$ cat src/rtl/pc_fetch_if.sv
// rtl/pc_fetch_if.sv - instruction memory port between the fetch stage and the 4K IM
interface pc_fetch_if;
  logic [29:0] im_addr;
  logic [31:0] im_dout;

  // fetch stage drives the word address and reads the returned instruction
  modport master (output im_addr, input im_dout);
  // instruction memory answers combinationally
  modport slave (input im_addr, output im_dout);
endinterface

$ cat src/rtl/pc_fetch.sv
// rtl/pc_fetch.sv - PC, instruction register and next-PC logic with one delay slot
module pc_fetch #(
  parameter logic [31:0] RESET_PC = 32'h0000_0000
) (
  input  logic              clk,
  input  logic              rst_n,
  input  logic              stall,
  input  logic              halt,
  input  logic [1:0]        npc_sel,
  input  logic              br_taken,
  input  logic [31:0]       rs_data,
  pc_fetch_if.master        imem,
  output logic [31:0]       pc,
  output logic [31:0]       ir,
  output logic [31:0]       ir_pc,
  output logic [31:0]       ir_pc_plus4,
  output logic              ir_valid,
  output logic              addr_err
);

  typedef enum logic [1:0] {S_BOOT, S_RUN, S_HALT} state_e;

  state_e      state_q, state_d;
  logic [31:0] pc_q, pc_d;
  logic [31:0] ir_q, ir_d;
  logic [31:0] ir_pc_q, ir_pc_d;
  logic        ir_valid_q, ir_valid_d;
  logic        addr_err_q, addr_err_d;

  logic        load_en;
  logic        redirect_en;
  logic        halt_en;
  logic [31:0] pc_plus4;
  logic [31:0] br_target;
  logic [31:0] j_target;
  logic [31:0] jr_target;
  logic [31:0] npc;

  // state register; reset lands in BOOT so the first fetch needs no redirect
  always_ff @(posedge clk or negedge rst_n) begin
    if (!rst_n) state_q <= S_BOOT;
    else        state_q <= state_d;
  end

  // next state: BOOT leaves on the first unstalled edge, HALT is left only by reset
  always_comb begin
    state_d = state_q;
    case (state_q)
      S_BOOT:  if (!stall) state_d = S_RUN;
      S_RUN:   if (halt)   state_d = S_HALT;
      S_HALT:  state_d = S_HALT;
      default: state_d = S_BOOT;
    endcase
  end

  // control outputs: halt wins over stall, redirects only apply while running
  always_comb begin
    load_en     = 1'b0;
    redirect_en = 1'b0;
    halt_en     = 1'b0;
    case (state_q)
      S_BOOT: load_en = !stall;
      S_RUN: begin
        halt_en     = halt;
        load_en     = !halt && !stall;
        redirect_en = !halt && !stall;
      end
      default: ;
    endcase
  end

  assign pc_plus4    = pc_q + 32'd4;
  assign ir_pc_plus4 = ir_pc_q + 32'd4;
  assign br_target   = ir_pc_plus4 + {{14{ir_q[15]}}, ir_q[15:0], 2'b00};
  assign j_target    = {ir_pc_plus4[31:28], ir_q[25:0], 2'b00};
  assign jr_target   = {rs_data[31:2], 2'b00};

  // next-PC select for the instruction currently in IR
  always_comb begin
    npc = pc_plus4;
    case (npc_sel)
      2'b01:   if (br_taken) npc = br_target;
      2'b10:   npc = j_target;
      2'b11:   npc = jr_target;
      default: npc = pc_plus4;
    endcase
  end

  // datapath next state; the word fetched on a redirect edge is the delay slot and is kept
  always_comb begin
    pc_d       = pc_q;
    ir_d       = ir_q;
    ir_pc_d    = ir_pc_q;
    ir_valid_d = ir_valid_q;
    addr_err_d = addr_err_q;
    if (load_en) begin
      ir_d       = imem.im_dout;
      ir_pc_d    = pc_q;
      ir_valid_d = 1'b1;
      pc_d       = redirect_en ? npc : pc_plus4;
    end
    if (redirect_en && (npc_sel == 2'b11) && (rs_data[1:0] != 2'b00)) addr_err_d = 1'b1;
    if (halt_en) ir_valid_d = 1'b0;
  end

  // datapath registers with asynchronous clear
  always_ff @(posedge clk or negedge rst_n) begin
    if (!rst_n) begin
      pc_q       <= RESET_PC;
      ir_q       <= 32'd0;
      ir_pc_q    <= 32'd0;
      ir_valid_q <= 1'b0;
      addr_err_q <= 1'b0;
    end else begin
      pc_q       <= pc_d;
      ir_q       <= ir_d;
      ir_pc_q    <= ir_pc_d;
      ir_valid_q <= ir_valid_d;
      addr_err_q <= addr_err_d;
    end
  end

  assign imem.im_addr = pc_q[31:2];
  assign pc           = pc_q;
  assign ir           = ir_q;
  assign ir_pc        = ir_pc_q;
  assign ir_valid     = ir_valid_q;
  assign addr_err     = addr_err_q;

endmodule
$ cat src/flat_wrapper.sv
// flat-port wrapper written by rule: the top's interface ports become plain ports
module pc_fetch_flat 
#(
  parameter logic [31:0] RESET_PC = 32'h0000_0000
)
  (clk, rst_n, stall, halt, npc_sel, br_taken, rs_data, pc, ir, ir_pc, ir_pc_plus4, ir_valid, addr_err, imem_im_addr, imem_im_dout);
  pc_fetch_if imem_i ();
  input  logic clk;
  input  logic rst_n;
  input  logic stall;
  input  logic halt;
  input  logic [1:0] npc_sel;
  input  logic br_taken;
  input  logic [31:0] rs_data;
  output logic [31:0] pc;
  output logic [31:0] ir;
  output logic [31:0] ir_pc;
  output logic [31:0] ir_pc_plus4;
  output logic ir_valid;
  output logic addr_err;
  output wire logic [$bits(imem_i.im_addr)-1:0] imem_im_addr;
  input wire logic [$bits(imem_i.im_dout)-1:0] imem_im_dout;
  assign imem_im_addr = imem_i.im_addr;
  assign imem_i.im_dout = imem_im_dout;
  pc_fetch #(.RESET_PC(RESET_PC)) u_core (.clk(clk), .rst_n(rst_n), .stall(stall), .halt(halt), .npc_sel(npc_sel), .br_taken(br_taken), .rs_data(rs_data), .imem(imem_i), .pc(pc), .ir(ir), .ir_pc(ir_pc), .ir_pc_plus4(ir_pc_plus4), .ir_valid(ir_valid), .addr_err(addr_err));
endmodule
$ cat config.mk
export PLATFORM = sky130hd
export DESIGN_NAME = pc_fetch_flat
export DESIGN_NICKNAME = d
export VERILOG_FILES = /design/src/rtl/pc_fetch_if.sv /design/src/rtl/pc_fetch.sv /design/src/flat_wrapper.sv
export SDC_FILE = /design/constraint.sdc
export NUM_CORES = 1
export LEC_CHECK = 0
export CAP_MARGIN = 20
export CORE_ASPECT_RATIO = 1.75
export CORE_MARGIN = 4
export CORE_UTILIZATION = 48
export DETAILED_ROUTE_END_ITERATION = 8
export GPL_TIMING_DRIVEN = 0
export HOLD_SLACK_MARGIN = 0.02
export PLACE_DENSITY = 0.82
export SYNTH_ARGS = -nofsm -noshare
export SYNTH_HDL_FRONTEND = slang
export SYNTH_SLANG_ARGS = --single-unit
$ cat constraint.sdc
create_clock -name clk -period 3.8 [get_ports clk]
set_input_delay 0.38 -clock clk [delete_from_list [all_inputs] [get_ports clk]]
set_output_delay 0.38 -clock clk [all_outputs]
set_load 0.01 [all_outputs]
==> reports/metrics.json, run 1 <==
{
  "die": {
    "fp.dieArea_mm2": 0.0178,
    "floorplan.initialDensity_pct": 48.9,
    "floorplan.die.height_um": 174,
    "core_mm2": 0.0154,
    "ioPinCount": 231,
    "rows": 60,
    "dieWidth_um": 103
  },
  "place": {
    "buffer_ports.inserted": 228,
    "place_area_mm2": 0.0101,
    "place_hpwl_mm": 22.6,
    "dp_slack_ns": -0.730,
    "instance_count_after_placement_with_tap_cells_included": 1380,
    "globalplace.congestion": 0.944
  },
  "final_layout": {
    "layout.cells.most_common_list": "nand2_1, clkdlybuf4s50_1, dfrtp_1",
    "finish.cell_count_without_fillers": 1426,
    "layout.cells.most_common": "nand2_1",
    "area_delta_synth_final_pct": 43.7,
    "nets": 1347,
    "layout-drive-gt1-share_pct": 11.5,
    "finish.utilization_pct": 70.3,
    "num_antenna_cells": 0,
    "final_cell_area_mm2": 0.0108
  },
  "timing": {
    "final_critical_path_setup_slack_ns": -0.0156,
    "grt_setup_unrepaired": "yes",
    "report.final.hold_viol_count": 0,
    "fin_crit_sh_pct": 100,
    "clock-skew-final_ns": 0.0125,
    "finalCriticalPeriod_ns": 3.82,
    "worst_case_hold_slack_ns": 0.104,
    "timing_worst_slew_pin_value_ns": 0.999,
    "setup_viol_count_final": 1,
    "final_max_slew_viol_count": 0,
    "slew_headroom_pct": 33.1,
    "fmax_ghz": 0.262
  },
  "worst_setup_path": {
    "data_required_time_of_the_worst_path_ns": 4.03,
    "critical_path_buf_inv_count": 1,
    "endpoint_kind": "flip-flop",
    "timing.critical_path.from_type": "flip-flop",
    "timing.critical_path.cells": "nand4_1, nor2_4, nand4_1, xnor2_2, ha_1, buf_6, a21oi_4, o21ai_2, a221o_1, a41oi_2, a31oi_2, or4b_1, a31oi_2, xnor2_1, o21ai_1",
    "critPathArrivalTime_ns": 4.05,
    "max_stage_delay_ns": 0.50,
    "cpMaxStageDelayCell": "or4b_1",
    "crit_path_max_fanout": 7,
    "worstSetupPathType": "flip-flop to flip-flop",
    "critical-path-top-delay-family": "compound AO/OA/AOI/OAI gates"
  },
  "detailed_routing": {
    "post_drt_via_cell_ratio": 5.86,
    "routed_wirelength_mm": 29.4,
    "dr.pass1.iters": 6,
    "post-route-drc-count": 0,
    "drt_first_iter_violations": 666,
    "route.detailed.wl_per_inst_um": 20.6,
    "num_vias": 8358,
    "ant_nets": 0
  },
  "global_routing": {
    "track_usage_pct": 33.2,
    "grt_antenna_before_repair": 0,
    "globalRouteOverflowTotal": 0,
    "first_global_vias": 8521,
    "global_route_wire_length_before_repair_mm": 45.7,
    "pin_count_of_the_biggest_net_entering_global_routing": 57
  },
  "cts": {
    "cts_tree": "yes",
    "cts_buffers": 9,
    "htreeDepth": 3,
    "clockBufferDepth": 2,
    "ctsRootBufferMaster": "clkbuf_16",
    "clock_insertion_delay_worst_skew_ns": 0.36,
    "numClockSinks": 100,
    "cts.hold.buffers_added": 0,
    "cts.clk_slew.worst_paths_ns": 0.09
  },
  "synth": {
    "post-synth-top-area-fraction_pct": 33.3,
    "synth.net_count": 1077,
    "synth_area_leader": "dfrtp_1",
    "syn-cell-area_mm2": 0.00753,
    "synth_enable_flop_cells": 0,
    "post_synth_inst_count": 965,
    "share_of_flip_flops_with_an_asynchronous_set_or_reset_after_synthesis_pct": 100,
    "yosys.cell_types.count": 66,
    "yosys-top-cells-area": "dfrtp_1, nand2_1, ha_1",
    "synth_sequential_area_ratio_pct": 33.3,
    "ys_dominant_reg_cell": "dfrtp_1",
    "yosys_warnings": 0,
    "synth.avg_cell_area_um2": 7.80,
    "ys_seq_elements": 100
  },
  "pwr": {
    "power_density_mw_per_mm2": 852,
    "vdd_ir_drop_max_v": 0.000554,
    "total_leakage_power_nw": 4.77
  },
  "worst_hold_path": {
    "hold_path_class": "input port to async pin"
  },
  "run_status": {
    "outcome": "finished, violations left",
    "violations_in_the_final_reports": "setup timing"
  },
  "run": {
    "max-cap-violations": 0
  }
}
cell type report:
cell class,count,area (um^2)
Multi-Input combinational cell,769,4710
Sequential cell,100,2520
Buffer,74,413
Tap cell,186,233
Clock inverter,7,91.3
Timing Repair Buffer,262,2550
Inverter,19,71.3
Fill cell,1254,4580
Clock buffer,9,225
layer usage:
layer,part of all wire (%),up-vias,wire (um),global-route usage [%]
li1,-,3865,-,-
met1,35,3960,10200,37.0
met2,51,413,14900,56.7
met3,6.2,120,1830,4.35
met4,8.3,0,2430,22.9
met5,0,-,0,0
synth_stat cells (all sizes together), types with 4 or more instances:
| cell type | n |
|---|---|
| and2 | 6 |
| a21o | 12 |
| nand3 | 31 |
| mux2 | 10 |
| dfrtp | 100 |
| o32a | 4 |
| a31oi | 8 |
| nor3 | 6 |
| mux2i | 12 |
| nor4 | 7 |
| a22oi | 11 |
| xnor2 | 41 |
| and3 | 13 |
| o21a | 4 |
| a21oi | 57 |
| a22o | 4 |
| nand2 | 258 |
| ha | 40 |
| o211ai | 6 |
| inv | 19 |
| o22ai | 9 |
| a211oi | 9 |
| buf | 39 |
| xor2 | 20 |
| nor2b | 4 |
| nand2b | 7 |
| nand4 | 17 |
| clkbuf | 38 |
| nor2 | 62 |
| o21ai | 69 |
through the flow:
step	total power [mW]	TNS [ns]
4_1_cts	9.03	0
5_1_grt	9.84	-0.400
3_5_place_dp	7.84	-3.02
6_report	9.21	-0.0156
3_3_place_gp	7.77	-162.71
2_1_floorplan	5.23	0
worst register-to-register path, stage by stage, from the launching register on:
cell and delay, ns:
dfrtp_2 0.42, nand4_1 0.23, nor2_4 0.28, nand4_1 0.18
xnor2_2 0.18, ha_1 0.29, buf_6 0.14, a21oi_4 0.17
o21ai_2 0.08, a221o_1 0.36, a41oi_2 0.27, a31oi_2 0.15
or4b_1 0.50, a31oi_2 0.23, xnor2_1 0.15, o21ai_1 0.08
sequential cells by signal, summed over array words and instances, names as in the netlist:
| signal | cells |
|---|---|
| u_core.pc | 32 |
| u_core.addr_err | 1 |
| u_core.ir | 32 |
| u_core.state_q | 2 |
| u_core.ir_pc | 32 |
| u_core.ir_valid | 1 |
timing repair:
action / in CTS / in global routing
pin swaps: 7 / 7
hold endpoints to repair: 0 / 0
setup endpoints to repair: 12 / 9
setup buffers: 16 / 17
gates resized for setup: 34 / 15
logic make-up after synthesis:
family / share of synthesized area, %
buf+inv: 6.50
flops: 33.3
mux: 3.09
xor+xnor: 7.10
simple gates: 24.3
fa+ha+maj: 6.92
compound gates: 18.8
path summary, 6_finish.rpt:
check,start,to,slack [ns],cells after the start
worst max-delay path,u_core.ir_pc[10],u_core.pc[31],-0.02,15
worst min-delay path,rst_n,u_core.ir[6],0.10,1
worst max register to register,u_core.ir_pc[10],u_core.pc[31],-0.02,15
worst min register to register,u_core.ir[30],u_core.ir[30],0.48,2
max in group asynchronous,rst_n,u_core.pc[27],2.96,2
min in group clk,u_core.ir[30],u_core.ir[30],0.48,2
report_power, final:
group | switching (mW) | leakage (nW) | total (mW) | internal (mW)
logic | 3.03 | 3.38 | 5.95 | 2.92
clock network | 0.497 | 0.152 | 0.972 | 0.474
registers | 0.756 | 1.24 | 2.29 | 1.53
total | 4.29 | 4.77 | 9.21 | 4.92
No activity file was read; power rests on OpenSTA's default activity.
==> run 2: changes to the inputs <==
- CORE_UTILIZATION: 48 -> 45
- PLACE_DENSITY: 0.82 -> 0.77
- SLEW_MARGIN: not set -> 5
==> run 2 against run 1 <==
  * The run now ends clean
  * Register-to-register slack improved by 0.07 ns
  * Clock skew is 0.00099 ns higher
  * Wire length grew 2.3%
  * Largest cell class unchanged
  * Via count is 0.39% lower
  * Maximum frequency rose by 1.8%
==> reports/metrics.json, run 2 (same netlist as run 1, synthesis figures left out) <==
{
  "worst_setup_path": {
    "critPathArrivalTime_ns": 3.98,
    "cpMaxStageDelayCell": "or4b_4",
    "cpMostUsedCell": "nand4_1",
    "timing.critical_path.cells": "nand4_1, nor2_4, buf_6, nand4_1, nor2_2, and3_1, xor2_2, ha_1, clkbuf_1, a21oi_2, or4b_4, a31oi_4, xnor2_2, o21ai_1",
    "endpoint_kind": "flip-flop",
    "data_required_time_of_the_worst_path_ns": 4.03,
    "reg2reg_slack_ns": 0.05,
    "crit_path_max_fanout": 8,
    "timing.critical_path.from_type": "flip-flop",
    "max_stage_delay_ns": 0.51,
    "critical-path-top-delay-family": "simple AND/OR/NAND/NOR gates",
    "worstSetupPathType": "flip-flop to flip-flop",
    "critical_path_buf_inv_count": 2
  },
  "die": {
    "rows": 62,
    "floorplan.initialDensity_pct": 45.8,
    "core_mm2": 0.0164,
    "floorplan.die.height_um": 179,
    "dieWidth_um": 106,
    "fp.dieArea_mm2": 0.0189,
    "ioPinCount": 231
  },
  "place": {
    "globalplace.congestion": 0.943,
    "place_hpwl_mm": 22.8,
    "place_area_mm2": 0.0101,
    "buffer_ports.inserted": 228,
    "instance_count_after_placement_with_tap_cells_included": 1419,
    "dp_slack_ns": -0.794
  },
  "pwr": {
    "vdd_ir_drop_max_v": 0.000508,
    "p_total_mw": 9.43,
    "total_leakage_power_nw": 4.80,
    "power_density_mw_per_mm2": 855
  },
  "final_layout": {
    "layout-drive-gt1-share_pct": 13.2,
    "layout.area.seq_mm2": 0.00252,
    "layout.cells.most_common": "nand2_1",
    "area_delta_synth_final_pct": 46.6,
    "multi_input_area_mm2": 0.00487,
    "num_antenna_cells": 0,
    "fill_cells": 1447,
    "nets": 1350,
    "finish.cell_count_without_fillers": 1467,
    "final_cell_area_mm2": 0.0110,
    "layout.cells.most_common_list": "nand2_1, clkdlybuf4s50_1, dfrtp_1"
  },
  "timing": {
    "setup_viol_count_final": 0,
    "finalCriticalPeriod_ns": 3.75,
    "final_critical_path_setup_slack_ns": 0.0537,
    "slew_headroom_pct": 26.3,
    "worst_case_hold_slack_ns": 0.0836,
    "clock-skew-final_ns": 0.0135,
    "timing_worst_slew_pin_value_ns": 1.10,
    "report.final.hold_viol_count": 0,
    "grt_setup_unrepaired": "yes",
    "final_max_slew_viol_count": 0,
    "fin_crit_sh_pct": 98.6,
    "fmax_ghz": 0.267
  },
  "cts": {
    "cts.clk_slew.worst_paths_ns": 0.08,
    "cts_tree": "yes",
    "cts_buffers": 9,
    "clock_insertion_delay_worst_skew_ns": 0.36,
    "ctsRootBufferMaster": "clkbuf_16",
    "cts.hold.buffers_added": 0,
    "numClockSinks": 100,
    "clockBufferDepth": 2,
    "htreeDepth": 3
  },
  "worst_hold_path": {
    "hold_path_class": "input port to async pin"
  },
  "run_status": {
    "outcome": "complete, no violations"
  },
  "global_routing": {
    "grt_antenna_before_repair": 0,
    "global_route_wire_length_before_repair_mm": 45.2,
    "first_global_vias": 8289,
    "pin_count_of_the_biggest_net_entering_global_routing": 55,
    "globalRouteOverflowTotal": 0,
    "track_usage_pct": 31.0
  },
  "detailed_routing": {
    "num_vias": 8325,
    "met3_wirelength_mm": 1.95,
    "route.met2.wl_mm": 15.6,
    "post-route-drc-count": 0,
    "dr.pass1.iters": 8,
    "drt_first_iter_violations": 581,
    "route.layer.met1.wl_mm": 10.6,
    "route.detailed.wl_per_inst_um": 20.5,
    "post_drt_via_cell_ratio": 5.67,
    "ant_nets": 0,
    "routed_wirelength_mm": 30.1,
    "dr.max_layer_used": "met4"
  },
  "run": {
    "max-cap-violations": 0
  }
}
[run 2: routing by layer]
metal / vias to the layer above / track usage [%]
met5: - / 0
met4: 0 / 20.7
met3: 107 / 4.50
met2: 422 / 55.3
met1: 3918 / 33.8
li1: 3878 / -
[run 2: worst reg2reg max path, stage by stage, from the launching register on]
cell	delay (ns)
dfrtp_2	0.41
nand4_1	0.24
nor2_4	0.23
buf_6	0.13
nand4_1	0.17
nor2_2	0.28
and3_1	0.24
xor2_2	0.25
ha_1	0.28
clkbuf_1	0.21
a21oi_2	0.27
or4b_4	0.51
a31oi_4	0.18
xnor2_2	0.14
o21ai_1	0.08
[run 2: layout make-up]
| type | count | area share [%] |
|---|---|---|
| clock inverters | 7 | 0.714 |
| clock buffers | 9 | 2.04 |
| flip-flops and latches | 100 | 22.8 |
| well taps | 224 | 2.54 |
| inverters | 19 | 0.646 |
| multi-input cells | 769 | 44.2 |
| plain buffers | 74 | 3.71 |
| repair buffers | 265 | 23.4 |
[run 2: path summary, 6_finish.rpt]
check / from / endpoint / cells past startpoint
hold reg to reg: u_core.addr_err / u_core.addr_err / 1
setup / recovery: u_core.ir_pc[8] / u_core.pc[31] / 14
setup reg to reg: u_core.ir_pc[8] / u_core.pc[31] / 14
hold / removal: rst_n / u_core.ir[7] / 1
max in group asynchronous: rst_n / u_core.ir_pc[3] / 2
min in group clk: u_core.addr_err / u_core.addr_err / 1
[run 2: timing repair]
| action | in CTS | in global routing |
|---|---|---|
| gates resized for setup | 34 | 43 |
| cloned | 0 | 0 |
| pin swaps | 7 | 21 |
| setup endpoints to repair | 11 | 8 |
| setup buffers | 21 | 14 |
[run 2: power by group]
part / switching, mW / internal [mW] / leakage (nW)
logic: 3.11 / 3.06 / 3.41
clock network: 0.502 / 0.471 / 0.148
registers: 0.760 / 1.53 / 1.24
[run 2: through the flow]
step	util, %	TNS, ns
finish	67.1	0
global route	67.1	-0.133
CTS	65.1	0
detailed placement	61.6	-3.59
global placement	61.3	-164.21
floorplan	-	0
